===== src/rtl/legv8_multicycle_control.sv =====
// rtl/legv8_multicycle_control.sv - LEGv8 multi-cycle main control FSM (FETCH/DECODE/EXEC/MEM/WB)
// Optional MEM_HANDSHAKE_EN adds MemReady; MEM then stalls until the data memory acknowledges.
module legv8_multicycle_control #(
   parameter int FETCH_WAIT = 0,
   parameter int RETIRE_W   = 16
) (
   input  logic                CLK,
   input  logic                Reset,
   input  logic [10:0]         Opcode,
   input  logic                Zero,
`ifdef MEM_HANDSHAKE_EN
   input  logic                MemReady,
`endif
   output logic                PCWrite,
   output logic                IRWrite,
   output logic                Reg2Loc,
   output logic                ALUSrc,
   output logic [1:0]          ALUOp,
   output logic                MemRead,
   output logic                MemWrite,
   output logic                MemtoReg,
   output logic                RegWrite,
   output logic                Illegal,
   output logic                InstrDone,
   output logic [RETIRE_W-1:0] RetireCount
);

   typedef enum logic [2:0] {
      st_fetch,
      st_decode,
      st_exec,
      st_mem,
      st_wb,
      st_illegal
   } state_t;

   typedef enum logic [2:0] {
      cls_r,
      cls_ldur,
      cls_stur,
      cls_cbz,
      cls_b,
      cls_ill
   } cls_t;

   localparam logic [3:0] fetch_wait_c = 4'(FETCH_WAIT);

   state_t              state;
   state_t              state_nxt;
   logic [3:0]          wait_cnt;
   logic [3:0]          wait_nxt;
   logic [10:0]         op_reg;
   logic [RETIRE_W-1:0] retire_cnt;
   cls_t                dec_cls;
   cls_t                cur_cls;
   logic                mem_ready;

   function automatic cls_t classify(input logic [10:0] op);
      cls_t c;
      if (op == 11'b10001010000 || op == 11'b10101010000 || op == 11'b10001011000 ||
          op == 11'b11001011000 || op == 11'b11101010000)
         c = cls_r;
      else if (op == 11'b11111000010)
         c = cls_ldur;
      else if (op == 11'b11111000000)
         c = cls_stur;
      else if (op[10:3] == 8'b10110100)
         c = cls_cbz;
      else if (op[10:5] == 6'b000101)
         c = cls_b;
      else
         c = cls_ill;
      return c;
   endfunction

`ifdef MEM_HANDSHAKE_EN
   assign mem_ready = MemReady;
`else
   assign mem_ready = 1'b1;
`endif

   // DECODE classifies the live IR; later states use the opcode captured on entry to EXEC
   assign dec_cls = classify(Opcode);
   assign cur_cls = classify(op_reg);

   always_ff @(posedge CLK) begin
      if (Reset) begin
         state      <= st_fetch;
         wait_cnt   <= 4'd0;
         op_reg     <= 11'd0;
         retire_cnt <= '0;
      end else begin
         state    <= state_nxt;
         wait_cnt <= wait_nxt;
         if (state == st_decode && state_nxt == st_exec)
            op_reg <= Opcode;
         if (InstrDone)
            retire_cnt <= retire_cnt + RETIRE_W'(1);
      end
   end

   always_comb begin
      state_nxt   = state;
      wait_nxt    = wait_cnt;
      PCWrite     = 1'b0;
      IRWrite     = 1'b0;
      Reg2Loc     = 1'b0;
      ALUSrc      = 1'b0;
      ALUOp       = 2'b00;
      MemRead     = 1'b0;
      MemWrite    = 1'b0;
      MemtoReg    = 1'b0;
      RegWrite    = 1'b0;
      Illegal     = 1'b0;
      InstrDone   = 1'b0;
      RetireCount = retire_cnt;

      case (state)
         st_fetch: begin
            if (wait_cnt != fetch_wait_c) begin
               wait_nxt = wait_cnt + 4'd1;
            end else begin
               IRWrite   = 1'b1;
               PCWrite   = 1'b1;
               wait_nxt  = 4'd0;
               state_nxt = st_decode;
            end
         end

         st_decode: begin
            state_nxt = (dec_cls == cls_ill) ? st_illegal : st_exec;
         end

         st_exec: begin
            case (cur_cls)
               cls_r: begin
                  ALUOp     = 2'b10;
                  state_nxt = st_wb;
               end
               cls_ldur: begin
                  ALUSrc    = 1'b1;
                  state_nxt = st_mem;
               end
               cls_stur: begin
                  ALUSrc    = 1'b1;
                  Reg2Loc   = 1'b1;
                  state_nxt = st_mem;
               end
               cls_cbz: begin
                  ALUOp     = 2'b01;
                  Reg2Loc   = 1'b1;
                  PCWrite   = Zero;
                  InstrDone = 1'b1;
                  state_nxt = st_fetch;
               end
               cls_b: begin
                  PCWrite   = 1'b1;
                  InstrDone = 1'b1;
                  state_nxt = st_fetch;
               end
               default: state_nxt = st_fetch;
            endcase
         end

         st_mem: begin
            // access strobes stay up for as long as the memory withholds MemReady
            if (cur_cls == cls_ldur) begin
               MemRead = 1'b1;
               if (mem_ready)
                  state_nxt = st_wb;
            end else begin
               MemWrite = 1'b1;
               if (mem_ready) begin
                  InstrDone = 1'b1;
                  state_nxt = st_fetch;
               end
            end
         end

         st_wb: begin
            RegWrite  = 1'b1;
            MemtoReg  = (cur_cls == cls_ldur);
            InstrDone = 1'b1;
            state_nxt = st_fetch;
         end

         st_illegal: begin
            Illegal   = 1'b1;
            state_nxt = st_fetch;
         end

         default: state_nxt = st_fetch;
      endcase

      // a Reset cycle silences every output, even mid-instruction
      if (Reset) begin
         PCWrite     = 1'b0;
         IRWrite     = 1'b0;
         Reg2Loc     = 1'b0;
         ALUSrc      = 1'b0;
         ALUOp       = 2'b00;
         MemRead     = 1'b0;
         MemWrite    = 1'b0;
         MemtoReg    = 1'b0;
         RegWrite    = 1'b0;
         Illegal     = 1'b0;
         InstrDone   = 1'b0;
         RetireCount = '0;
      end
   end

endmodule


===== config.mk =====
export PLATFORM = sky130hd
export DESIGN_NAME = legv8_multicycle_control
export DESIGN_NICKNAME = d
export VERILOG_FILES = /design/src/rtl/legv8_multicycle_control.sv
export SDC_FILE = /design/constraint.sdc
export NUM_CORES = 1
export LEC_CHECK = 0
export BUFFER_PORTS_ARGS = -buffer_cell sky130_fd_sc_hd__buf_4
export CAP_MARGIN = 20
export CORE_ASPECT_RATIO = 0.75
export CORE_MARGIN = 3
export CORE_UTILIZATION = 58
export DETAILED_ROUTE_END_ITERATION = 8
export PLACE_DENSITY = 0.84
export SYNTH_ARGS = -nofsm -noshare
export SYNTH_HDL_FRONTEND = slang
export SYNTH_SLANG_ARGS = --single-unit

===== constraint.sdc =====
create_clock -name CLK -period 4.4 [get_ports CLK]
set_clock_uncertainty 0.2 [all_clocks]
set_input_delay 0.22 -clock CLK [delete_from_list [all_inputs] [get_ports CLK]]
set_output_delay 0.22 -clock CLK [all_outputs]
set_load 0.02 [all_outputs]

-- Word level (Yosys, flattened, before mapping)
Cells that the tools add are included.
- bits in registers: 34
- word-level logic and storage cells: 97
- input bits: 14
- output and inout port bits: 28
- $add $sub $neg: 2
- multiplexer cells: 47
- reductions and logical operators: 15
- eq/ne operators: 29
- operators by type and width (kind ; count):
    11-bit equality test (second input constant) ; 14
    3-bit 2-to-1 mux ; 11
    1-bit 2-to-1 mux ; 26
    16-bit by 1-bit adder with 16-bit output (second input constant) ; 1
    8-bit equality test (second input constant) ; 2
    16-bit 2-to-1 mux ; 1
    3-bit by 2-bit equality test with 1-bit output (second input constant) ; 5
    3-bit equality test (second input constant) ; 4
    6-bit by 3-bit equality test with 1-bit output (second input constant) ; 2
    3-bit one-hot mux with 4 select lines ; 1
    1-bit logical OR ; 8
    3-bit by 1-bit equality test with 1-bit output (second input constant) ; 2
    3-bit zero test ; 2
    3-bit one-hot mux with 2 select lines ; 1
    2-bit OR reduction ; 3
    4-bit by 1-bit adder with 4-bit output (second input constant) ; 1
    2-bit 2-to-1 mux ; 2
    4-bit 2-to-1 mux ; 1
    1-bit one-hot mux with 2 select lines ; 2
    2-bit one-hot mux with 2 select lines ; 1
    4-bit nonzero test ; 1
    1-bit one-hot mux with 3 select lines ; 1
    1-bit logical AND ; 1

-- Depth between registers and ports, before layout
- word-level depth: 12
- mapped depth: 8
- gate-level depth less buffers: 6

-- Worst setup path after synthesis
Ideal clock, no wire load.
- path type: reg-to-output
- from: register op_reg[8]
- to: output InstrDone
- cell stages (with the launch flop): 8
- path slack: 2072 ps
- arrival: 1908 ps
- buffers on the path: 2
- cells stage by stage: dfxtp_1 -> nor3b_2 -> and4_1 -> clkbuf_1 -> a2111oi_4 -> buf_4 -> nor2_1 -> nor2_1
- cells in the longest elaborated chain, start to end: 11
- ends and longest elaborated chain (what ; RTL line ; text):
    from (decl) ; 52 ; logic [10:0] op_reg;
    from (signal assigned) ; 96 ; op_reg <= Opcode;
    6-bit by 3-bit equality test with 1-bit output or 11-bit equality test (tied branches) ; 69, 60 ;
    1-bit 2-to-1 mux or 1-bit logical OR (tied branches) ; 69, 60 ;
    3-bit 2-to-1 mux or 1-bit logical OR (tied branches) ; 67, 60 ;
    3-bit 2-to-1 mux or 1-bit logical OR (tied branches) ; 65, 60 ;
    3-bit 2-to-1 mux or 1-bit logical OR (tied branches) ; 63, 61 ;
    3-bit 2-to-1 mux * ; 60 ; if (op == 11'b10001010000 || op == 11'b10101010000 || op == 11'b10001011000 ||
    3-bit equality test or 3-bit by 2-bit equality test with 1-bit output (tied branches) ; 135 ; case (cur_cls)
    2-bit OR reduction (no line) ; -- ;
    1-bit 2-to-1 mux ; 135 ;
    1-bit one-hot mux with 3 select lines * ; 118 ; case (state)
    1-bit 2-to-1 mux * ; 196 ; if (Reset) begin
    to (decl) ; 24 ; output logic InstrDone,
Mark *: on every way between the ends. The rest lies on a longest branch, timed or not.

-- Worst setup path after layout
- from: input Opcode[2]
- to: register op_reg[8]
- cells in the longest elaborated chain, start to end: 11
- ends and longest elaborated chain (what ; RTL line ; text):
    from (decl) ; 9 ; input logic [10:0] Opcode,
    11-bit equality test ; 60 ;
    1-bit logical OR (3 in series) ; 60 ;
    1-bit logical OR ; 61 ; op == 11'b11001011000 || op == 11'b11101010000)
    3-bit 2-to-1 mux * ; 60 ;
    3-bit equality test * ; 131 ; state_nxt = (dec_cls == cls_ill) ? st_illegal : st_exec;
    3-bit 2-to-1 mux * ; 131 ;
    3-bit one-hot mux with 4 select lines * ; 118 ;
    3-bit by 2-bit equality test with 1-bit output * ; 95 ; if (state == st_decode && state_nxt == st_exec)
    1-bit logical AND * ; 95 ;
Marks and branches as above.
A chain may end at the register's enable or synchronous reset.

==> metrics <==
Leakage approximately 1.0 nW; GRT Overall Usage 23.5%; GP Congestion between 0.8 and 0.9; Root Buffer clkbuf_8; Ant. Diodes 0; Buffers & Inverters on Critical Path 2; DIE AREA approximately 4100 um^2; Min-Delay Path Class in -> reg; final period utilization around two thirds; largest delay contributor family on the critical path simple AND/OR/NAND/NOR gates; fraction of layout cells with a size suffix above 1 between 10% and 20%; Critical Path AT roughly 2.9 ns; Max stage delay on crit path approximately 0.54 ns; Final min period between 2 and 3 ns; hold buffer count at cts 4; WL met3 343 um; Avg Cell Area, Syn about 8.3 um^2; worst hold stages 3; CTS clock-pin slew for the worst setup and hold paths about 0.070 ns; flop-to-flop setup slack 1.92 ns; clock latency on the worst-skew pair between 0.2 and 0.3 ns; initial cell density of the core between 60% and 70%; crit-path cells dlygate4sd3_1 -> buf_4 -> or4bb_1 -> a211o_1 -> a2111oi_4 -> nand3b_2 -> mux2i_1 -> nor2_1; Post-CTS Setup Inserts 0; CTS H-tree lvls 2; hold_sp Opcode[3]; Mapped Area approximately 1900 um^2; Setup CP Type in -> reg; DP HPWL around 3.3 mm; Tightest Pin Transition ~0.87 ns; DR WL/cell approximately 15 um; remaining antenna violation count after routing 0; chip width ~73 um; CTS resizes 0; top sig layer met4; number of synthesized flops with an enable pin 0; row cnt 17; Setup violations, final 0; grt ovf 0; worst r2r src op_reg[9]; CTS max path bufs 2; CTS sink cnt 34; NumNets Final about 290; Max-Cap Viols 0; share of power burned in registers 47.3%; Die H 56.2 um; routed vias approximately 1,800; max reg flops 16; synthesized instance count 234; Relative slew margins around two fifths; CTS tree built; ys flop type dfxtp_1; slowest cell on the critical path dlygate4sd3_1; Worst setup EP type flip-flop; Net Count, Synth roughly 250; core area just over 3000 um^2; most frequent cells in the layout 47 x nor2_1, 41 x buf_4, 34 x dfxtp_1; DRT met1 WL ~2.2 mm; sequential fraction of the synthesis area between 30% and 40%; total power between 0.6 and 0.7 mW; Slew Limit Fails 0; Seq cells post-synth 34; maximum clock rate approximately 340 MHz; vias in the first global route 1,635; drt total wl between 4 and 5 mm; DRC viols 0; RSZ-0062 raised after global routing no; status finished, final reports clean; worst r2r dst retire_cnt[12]; Synth cell types 47; synth warn 0; Worst Path Max Fanout 11; largest net degree at the start of global routing 55; most common cell after layout, fill and taps aside nor2_1; Avg Vias per Cell approximately 5.8; initial drt markers 232; Critical Path Source Type input port; Pint 0.517 mW; Worst VDD drop 0.229 mV; router iterations before antenna repair 4; I/O pins 42; Comb power frac around an eighth; hold endpoint op_reg[3]; Fin Setup TNS 0 ns; Area Growth Syn to Fin 22.2%; Psw 0.172 mW; power density cells 289 nW/um^2; first-pass GRT wire length 7.66 mm; asr flop ratio synth 0%; clock share of power 40.6%; Net Sw Frac 25.0%; initial antenna violation count 0; CP Data Required Time 4.35 ns; Reg2Reg Depth 6; port bufs 41; met2 wire length 1.95 mm; fillers between 200 and 250; Final Hold Fails 0; Num CTS Buffers 5
==> synthesized netlist by cell type (4+ instances only) <==
master / n / area, um^2
a21oi_1: 7 / 35.0
clkbuf_1: 12 / 45.0
dfxtp_1: 34 / 681
inv_1: 6 / 22.5
mux2i_1: 11 / 110
nand2_1: 10 / 37.5
nand3_1: 4 / 20.0
nor2_1: 47 / 176
nor2b_1: 19 / 119
nor3_1: 6 / 30.0
o2111ai_1: 6 / 52.6
o211ai_1: 6 / 45.0
xor2_1: 16 / 140
==> final cells by class <==
cell class                      count  area (um^2)  share of cell area, %
Multi-Input combinational cell    179         1180                   49.4
Inverter                            6         22.5                  0.946
Timing Repair Buffer               45          348                   14.6
Clock buffer                        7         76.3                   3.21
Sequential cell                    34          681                   28.6
Tap cell                           38         47.5                   2.00
Clock inverter                      1         30.0                   1.26
==> worst reg2reg max path, stage by stage (launching register included) <==
cell and delay (ns):
dfxtp_1 0.36, and2_1 0.19, and4_1 0.29, a2111oi_4 0.86, o2111ai_1 0.22, xor2_1 0.18, nor2_1 0.06
==> through the flow <==
step	setup slack [ns]	util [%]	hold WS [ns]	cell area (um^2)	std cells
6_report	1.49	77.2	0.00556	2380	310
5_1_grt	1.35	77.2	0.0240	2380	310
4_1_cts	1.49	77.2	0.00162	2380	310
3_5_place_dp	1.80	72.5	0.273	2230	298
3_3_place_gp	1.83	72.5	0.262	2230	298
2_1_floorplan	2.07	-	0.164	1950	234
==> per-layer routing <==
layer / global-route usage [%] / vias up
li1: - / 888
met1: 34.4 / 824
met2: 34.1 / 70
met3: 5.23 / 2
met4: 6.58 / 0
met5: 0 / -
==> worst max path at each step <==
| stage | slack, ns | depth (start not counted) | from | endpoint |
|---|---|---|---|---|
| 5_1_grt | 1.35 | 6 | op_reg[9] | InstrDone |
| 6_report | 1.49 | 8 | Opcode[2] | op_reg[8] |
| 4_1_cts | 1.49 | 8 | Opcode[2] | op_reg[8] |
| 3_5_place_dp | 1.80 | 7 | Opcode[2] | op_reg[7] |
| 2_1_floorplan | 2.07 | 7 | op_reg[8] | InstrDone |
| 3_3_place_gp | 1.83 | 7 | Opcode[2] | op_reg[5] |
==> power by group through the flow <==
stage	registers [mW]	logic, mW	clock network (mW)
CTS	0.326	0.0828	0.283
floorplan	0.324	0.0596	0
global placement	0.332	0.0782	0
finish	0.326	0.0827	0.280
detailed placement	0.332	0.0795	0
global route	0.328	0.0918	0.297
==> logic make-up after synthesis <==
| kind of cell | after synthesis | share of synthesized area, % |
|---|---|---|
| AO/OA/AOI/OAI | 36 | 15.1 |
| XOR/XNOR | 16 | 7.19 |
| adder cells (fa/ha/maj) | 3 | 1.93 |
| buffers and inverters | 21 | 4.69 |
| flip-flops | 34 | 34.9 |
| multiplexers | 11 | 5.65 |
| AND/OR/NAND/NOR | 113 | 30.5 |
(Power assumes the default switching activity.)
